--- config.mk ---
export PLATFORM = sky130hd
export DESIGN_NAME = hamming7_sched
export DESIGN_NICKNAME = d
export VERILOG_FILES = /design/src/rtl/hamming7_pkg.sv /design/src/rtl/hamming7_enc.sv /design/src/rtl/hamming7_sched.sv
export SDC_FILE = /design/constraint.sdc
export NUM_CORES = 1
export LEC_CHECK = 0
export CAP_MARGIN = 20
export CORE_UTILIZATION = 36
export DETAILED_ROUTE_END_ITERATION = 10
export GPL_ROUTABILITY_DRIVEN = 0
export GPL_TIMING_DRIVEN = 1
export PLACE_DENSITY = 0.71
export REMOVE_ABC_BUFFERS = 1
export SETUP_SLACK_MARGIN = 0.05
export SKIP_LAST_GASP = 1
export SLEW_MARGIN = 20
export SYNTH_ARGS = -nofsm -noshare
export SYNTH_HDL_FRONTEND = slang
export SYNTH_SLANG_ARGS = --single-unit
--- constraint.sdc ---
create_clock -name clock -period 1.7 [get_ports clock]
set_clock_uncertainty 0.15 [all_clocks]
set_input_delay 0.51 -clock clock [delete_from_list [all_inputs] [get_ports clock]]
set_output_delay 0.51 -clock clock [all_outputs]
set_load 0.02 [all_outputs]
--- src/rtl/hamming7_pkg.sv ---
// Shared definitions for the hamming7 scheduler slice.
// Contents: error-injection mode constants, the 7-bit codeword type and
// the Hamming(7,4) encode function (bit k-1 of a codeword holds position k).
package hamming7_pkg;

    localparam int unsigned CODE_W = 7;

    localparam logic [1:0] ERR_OFF   = 2'd0;
    localparam logic [1:0] ERR_FIXED = 2'd1;
    localparam logic [1:0] ERR_SWEEP = 2'd2;

    typedef logic [CODE_W-1:0] code7_t;

    // Positions 1..7 = p1 p2 d1 p3 d2 d3 d4; nibble bit 0 is d1.
    function automatic code7_t ham7_encode(input logic [3:0] nibble);
        code7_t c;
        c[0] = nibble[0] ^ nibble[1] ^ nibble[3];
        c[1] = nibble[0] ^ nibble[2] ^ nibble[3];
        c[2] = nibble[0];
        c[3] = nibble[1] ^ nibble[2] ^ nibble[3];
        c[4] = nibble[1];
        c[5] = nibble[2];
        c[6] = nibble[3];
        return c;
    endfunction

endpackage

--- src/rtl/hamming7_enc.sv ---
// Combinational Hamming(7,4) encoder with single-bit error injection.
// Ports:
//   nibble_i  in  4  data nibble, bit 0 = d1
//   pos_i     in  3  codeword position to flip (1..7), 0 = no flip
//   code_o    out 7  encoded (and possibly corrupted) codeword
module hamming7_enc
    import hamming7_pkg::*;
(
    input  logic [3:0] nibble_i,
    input  logic [2:0] pos_i,
    output code7_t     code_o
);

    code7_t flip_c;

    // Position k lives in bit k-1, so the flip mask is shifted by pos-1.
    assign flip_c = (pos_i == 3'd0) ? code7_t'(0)
                                    : code7_t'(7'd1 << (pos_i - 3'd1));

    assign code_o = ham7_encode(nibble_i) ^ flip_c;

endmodule

--- src/rtl/hamming7_sched.sv ---
// Two-requester round-robin scheduler in front of one shared Hamming(7,4)
// encoder, with a one-deep registered valid/ready output stage.
// Optional feature macro: HAM7_ERR_INJECT_EN (error injection + sweep counter);
// when undefined the cfg_* inputs are ignored and every word is clean.
// Ports:
//   clock, reset      rising-edge clock, asynchronous active-high reset
//   req_valid/ready   per-requester handshake (req_ready is combinational)
//   req_data          nibble i on [4i+3:4i]
//   cfg_err_mode/pos  injection mode (0 off, 1 fixed, 2 sweep, 3 off) and position
//   out_valid/ready   output handshake
//   out_code/src      registered codeword and source requester index
//   out_err_pos       position flipped in the registered word, 0 = clean
module hamming7_sched
    import hamming7_pkg::*;
#(
    parameter int unsigned NREQ = 2
) (
    input  logic              clock,
    input  logic              reset,
    input  logic [NREQ-1:0]   req_valid,
    input  logic [4*NREQ-1:0] req_data,
    output logic [NREQ-1:0]   req_ready,
    input  logic [1:0]        cfg_err_mode,
    input  logic [2:0]        cfg_err_pos,
    output logic              out_valid,
    output code7_t            out_code,
    output logic              out_src,
    output logic [2:0]        out_err_pos,
    input  logic              out_ready
);

    logic       last_grant_q;
    logic       out_valid_q;
    code7_t     out_code_q;
    logic       out_src_q;
    logic [2:0] out_err_pos_q;

    logic       grant_idx_c;
    logic       space_c;
    logic       accept_c;
    logic [3:0] nibble_c;
    logic [2:0] err_pos_c;
    code7_t     enc_code_c;

    // Arbitration: a lone requester wins; on a tie the one not granted last wins.
    always_comb begin
        grant_idx_c = 1'b0;
        if (req_valid[0] && req_valid[1]) begin
            grant_idx_c = ~last_grant_q;
        end else if (req_valid[1]) begin
            grant_idx_c = 1'b1;
        end
        space_c   = ~out_valid_q | out_ready;
        accept_c  = (|req_valid) & space_c & ~reset;
        req_ready = '0;
        if (accept_c) begin
            req_ready[grant_idx_c] = 1'b1;
        end
    end

    assign nibble_c = grant_idx_c ? req_data[7:4] : req_data[3:0];

`ifdef HAM7_ERR_INJECT_EN
    logic [2:0] sweep_q;
    logic [2:0] sweep_d;

    // Error position selection and sweep advance (1..7, wrapping, never 0).
    always_comb begin
        err_pos_c = 3'd0;
        case (cfg_err_mode)
            ERR_FIXED: err_pos_c = cfg_err_pos;
            ERR_SWEEP: err_pos_c = sweep_q;
            default:   err_pos_c = 3'd0;
        endcase
        sweep_d = sweep_q;
        if (accept_c && (cfg_err_mode == ERR_SWEEP)) begin
            sweep_d = (sweep_q == 3'd7) ? 3'd1 : sweep_q + 3'd1;
        end
    end

    always_ff @(posedge clock or posedge reset) begin
        if (reset) begin
            sweep_q <= 3'd1;
        end else begin
            sweep_q <= sweep_d;
        end
    end
`else
    logic unused_cfg_c;

    assign err_pos_c    = 3'd0;
    assign unused_cfg_c = ^{cfg_err_mode, cfg_err_pos};
`endif

    hamming7_enc u_enc (
        .nibble_i (nibble_c),
        .pos_i    (err_pos_c),
        .code_o   (enc_code_c)
    );

    // Output stage: load on accept, drop valid when popped without a refill.
    always_ff @(posedge clock or posedge reset) begin
        if (reset) begin
            last_grant_q  <= 1'b1;
            out_valid_q   <= 1'b0;
            out_code_q    <= '0;
            out_src_q     <= 1'b0;
            out_err_pos_q <= 3'd0;
        end else begin
            if (accept_c) begin
                last_grant_q  <= grant_idx_c;
                out_valid_q   <= 1'b1;
                out_code_q    <= enc_code_c;
                out_src_q     <= grant_idx_c;
                out_err_pos_q <= err_pos_c;
            end else if (out_ready) begin
                out_valid_q   <= 1'b0;
            end
        end
    end

    assign out_valid   = out_valid_q;
    assign out_code    = out_code_q;
    assign out_src     = out_src_q;
    assign out_err_pos = out_err_pos_q;

endmodule

* Yosys cells after proc, flatten, opt, wreduce, memory -nomap -nowiden *
Index checks and enable logic that the tools add are counted.

storage, ports and cells
  output and inout port bits = 14
  flip-flop bits (word level) = 10
  bits of input ports = 18
  word-level logic and storage cells = 30

operators by class
  bitwise logic cells = 12
  multiplexer cells = 8
  order comparisons = 2
  reduce and logical (&&, ||, !) cells = 4

operator list
  operator                                                              count
  1-bit bitwise XOR                                                     6
  1-bit two-way mux                                                     5
  4-bit two-way mux                                                     1
  1-bit NOT                                                             3
  1-bit bitwise AND                                                     2
  1-bit logical AND                                                     2
  1-bit by 2-bit < comparator with 1-bit output, second input constant  1
  2-bit two-way mux                                                     1
  2-bit nonzero test                                                    1
  2-bit OR reduction                                                    1
  1-bit demux with 1-bit select                                         1
  1-bit >= comparator, second input constant                            1
  1-bit OR                                                              1

* Depth between registers and ports, before layout *
  word-level depth = 7
  depth in mapped cells = 4
  gate-level depth less buffers = 3

* By module *
A second synthesis with hierarchy kept.

unflattened totals
  cell total of the unflattened synthesis = 55
  area, all modules = 690.7 um^2

by module, submodules not included
  module          seq. area each (um^2)  area an instance (um^2)  cells each  instances
  hamming7_sched  251.5                  506.7                    37          1
  hamming7_enc    0.0                    183.9                    18          1

* Least setup slack after synthesis *
Ideal clock, no wire load.

  kind = input port to output port
  start = in reset
  end = out req_ready[0]
  required time = 1.040 ns
  arrival time = 1.205 ns
  stages = 4
  path buffers = 1
  setup slack = -0.165 ns
  path through = o21bai_1 nor2b_1 buf_4 and2b_2

on the way
  word-level cells in the longest chain between the ends = 3

RTL lines
  item               RTL line              source
  from (decl)        hamming7_sched.sv:19  input logic reset,
  1-bit NOT          hamming7_sched.sv:54  accept_c = (|req_valid) & space_c & ~reset;
  1-bit bitwise AND  hamming7_sched.sv:54
  2-bit two-way mux  hamming7_sched.sv:56  if (accept_c) begin
  to (decl)          hamming7_sched.sv:22  output logic [NREQ-1:0] req_ready,

No other way between the ends.

* Final worst setup path *
  start = in req_valid[0]
  end = out req_ready[0]

on the way
  word-level cells in the longest chain between the ends = 7
  elaborated cells between the ends (all ways) = 11
  classes of those cells = 2 x order compare; 4 x mux; 2 x bitwise; 3 x reduce/logical

RTL lines
  item                                                                                                               RTL line              source
  from (decl)                                                                                                        hamming7_sched.sv:20  input logic [NREQ-1:0] req_valid,
  1-bit logical AND                                                                                                  hamming7_sched.sv:48  if (req_valid[0] && req_valid[1]) begin
  1-bit two-way mux                                                                                                  hamming7_sched.sv:48
  1-bit by 2-bit < comparator with 1-bit output (not written as such) / 1-bit >= comparator (equally long branches)  hamming7_sched.sv:57  req_ready[grant_idx_c] = 1'b1;
  1-bit logical AND (not written as such)                                                                            hamming7_sched.sv:57
  1-bit two-way mux (not written as such)                                                                            hamming7_sched.sv:57
  1-bit demux with 1-bit select                                                                                      hamming7_sched.sv:57
  2-bit two-way mux (*)                                                                                              hamming7_sched.sv:56

Mark *: on every way between the ends. The rest lies on a longest branch, timed or not.

==> impl_metrics.json <==
{
  "final_util": 0.586,
  "crit_chain": "buf_8, buf_6, a21boi_4, and2b_2, buf_6",
  "syn_inst": 46,
  "pwr-share-clk": 0.227,
  "instances_no_fill": 104,
  "yosysTopAreaCell": "dfrtp_1",
  "max_stage_delay_ps": 230,
  "crit_path_start": "req_valid[0]",
  "violations": "negative setup slack",
  "clkTransAtPathRegs_ps": 70,
  "dr_total_vias": 464,
  "netlist_top_cells_count": "dfrtp_1, mux2_2, mux2_4, xnor3_1, buf_4",
  "synthArstFlopShare": 1.00,
  "fin_hold_ws_ps": 85.2,
  "synth_seq_cells": 10,
  "period_minus_slack_ps": 1890,
  "p_per_area_nw_per_um2": 904,
  "met2_wirelength_um": 734,
  "start_kind": "primary input",
  "critPathTopFamily": "buffers and inverters",
  "placed_cell_area_um2": 958,
  "start_util": 0.393,
  "ys_warn_count": 0,
  "slowest_stage": "and2b_2",
  "reg2reg_depth": 4,
  "yosysMostFrequentCell": "dfrtp_1",
  "clock_latency_ps": 260,
  "seq_power_share": 0.355,
  "cp.arrival_ps": 1230,
  "grt_max_degree": 11,
  "crit_type": "in2out",
  "grt_pass1_vias": 498,
  "worst_slack_ps": -186,
  "slew_violations": 0,
  "grt.overflow.total": 0,
  "dr_wl_met3_um": 64,
  "synth_edf_count": 0,
  "leakage_nw": 0.541,
  "diodes": 0,
  "cts_hold_buffers": 0,
  "tritoncts.num_buffers": 3,
  "reg2reg_to": "out_code[4]$_DFFE_PP0P_",
  "fin_crit_sh": 1.11,
  "cp.required_ps": 1040,
  "postLayoutCellArea_um2": 1030,
  "yosys-top-cells-area": "dfrtp_1, xnor3_1, mux2_4",
  "crit_fanout": 3,
  "grt_use_total": 0.160,
  "root_buffer": "clkbuf_4",
  "nets": 98,
  "remaining_drc_errors": 0,
  "dieWidth_um": 45.9,
  "rows": 15,
  "maxCapViolations": 0,
  "max_freq_mhz": 530,
  "cts_tree": "done",
  "drtPass1Iterations": 1,
  "final_layout_size_suffix_gt1_frac": 0.506,
  "core_area_um2": 1760,
  "wl_per_cell_um": 13.3,
  "dieArea_um2": 2100,
  "hold_violations": 0,
  "grt_first_pass_wirelength_mm": 2.25,
  "setup_viol": 2,
  "p_sw_frac": 0.308,
  "syn_area_um2": 693,
  "syn_to_final_growth_pct": 49.1,
  "cp.depth": 5,
  "wl_mm": 1.38,
  "antenna_found_initial": 0,
  "synth_top_area_frac": 0.325,
  "synth_flop_cell": "dfrtp_1",
  "yosysSeqAreaShare": 0.363,
  "postRouteAntennaNets": 0,
  "crit_end": "req_ready[0]",
  "die_h_um": 45.9,
  "path_buf_inv": 3,
  "path_common_cell": "buf_6",
  "min_path_type": "in2async",
  "status": "finished, violations left",
  "first_iter_violations": 0,
  "r2r_start": "last_grant_q$_DFFE_PP1P_",
  "p_int_w": 0.000647,
  "h-tree-depth": 1,
  "combPwrFrac": 0.418,
  "rsz0062_at_grt": "true",
  "wl_met1_um": 568,
  "cts.path.max_buffers": 2,
  "highest_layer": "met4",
  "worst_ir_drop_vdd_v": 0.000548,
  "clkSinkCount": 10,
  "yosysUniqueCellTypes": 18,
  "ios": 32,
  "end_kind": "primary output",
  "power_switching_w": 0.000288,
  "avgSynthCellArea_um2": 15.1,
  "tns_ps": -335,
  "via_per_inst": 4.46,
  "placed_cells": 96,
  "portBuffers": 23,
  "reg2reg_slack_ps": 80
}
[area by class of cell]
cell class	count	area, µm²
clock buffers	4	36.3
fillers	166	731
multi-input cells	32	432
repair buffers	32	279
flip-flops and latches	10	251
well taps	25	31.3
inverters	1	3.75
[layer usage]
metal	GRT usage	vias up
met1	0.185	225
met2	0.262	15
met4	0.0706	0
met3	0.0595	2
li1	-	222
met5	0	-
[cells by family after synthesis]
logic type | count (synthesis) | share of synthesized area
simple gates | 5 | 0.0469
xor+xnor | 6 | 0.195
mux | 16 | 0.287
buf+inv | 6 | 0.0650
other cells | 1 | 0.00541
flops | 10 | 0.363
compound gates | 2 | 0.0379
[power groups by stage]
stage,Sequential (W),Clock [W],Combinational (W)
global route,0.000340,0.000231,0.000417
finish,0.000332,0.000212,0.000390
detailed placement,0.000335,0,0.000409
floorplan,0.000400,0,0.000163
CTS,0.000331,0.000225,0.000386
global placement,0.000334,0,0.000405
[worst min-delay path by stage]
stage | startpoint | to | slack [ps] | depth (start not counted)
global placement | out_valid$_DFFE_PP0P_ | out_valid$_DFFE_PP0P_ | 330 | 2
finish | reset | out_code[1]$_DFFE_PP0P_ | 90 | 2
detailed placement | out_code[3]$_DFFE_PP0P_ | out_code[3]$_DFFE_PP0P_ | 330 | 1
CTS | reset | out_code[1]$_DFFE_PP0P_ | 80 | 2
floorplan | reset | out_code[0]$_DFFE_PP0P_ | 200 | 1
global route | reset | out_code[1]$_DFFE_PP0P_ | 90 | 2
[placed cells by master (no fill, tap or decap), types with 2 or more instances in the layout]
cell type,n
buf_2,2
buf_4,8
buf_6,4
clkbuf_2,2
clkbuf_4,3
clkdlybuf4s15_1,4
clkdlybuf4s50_1,2
conb_1,3
dfrtp_1,9
dlygate4sd2_1,9
mux2_2,6
mux2_4,6
mux2i_1,3
xnor3_1,6
[registers in the layout, summed over array words and instances (netlist names)]
signal        flops
last_grant_q      1
out_code          7
out_src           1
out_valid         1
[through the flow]
stage	setup slack [ps]	power, W
after floorplan	-531	0.000563
after global placement	-1050	0.000739
after detailed placement	-1070	0.000744
after CTS	-181	0.000942
after global routing	-215	0.000987
final	-186	0.000935
[timing repair]
action                                  in CTS  in global routing
pin swaps                                    5                  1
endpoints found under the setup margin      20                 16
buffers inserted                             6                  2
resized for setup                           52                  9
cloned                                       0                  0
Power figures use the tool's default switching activity.
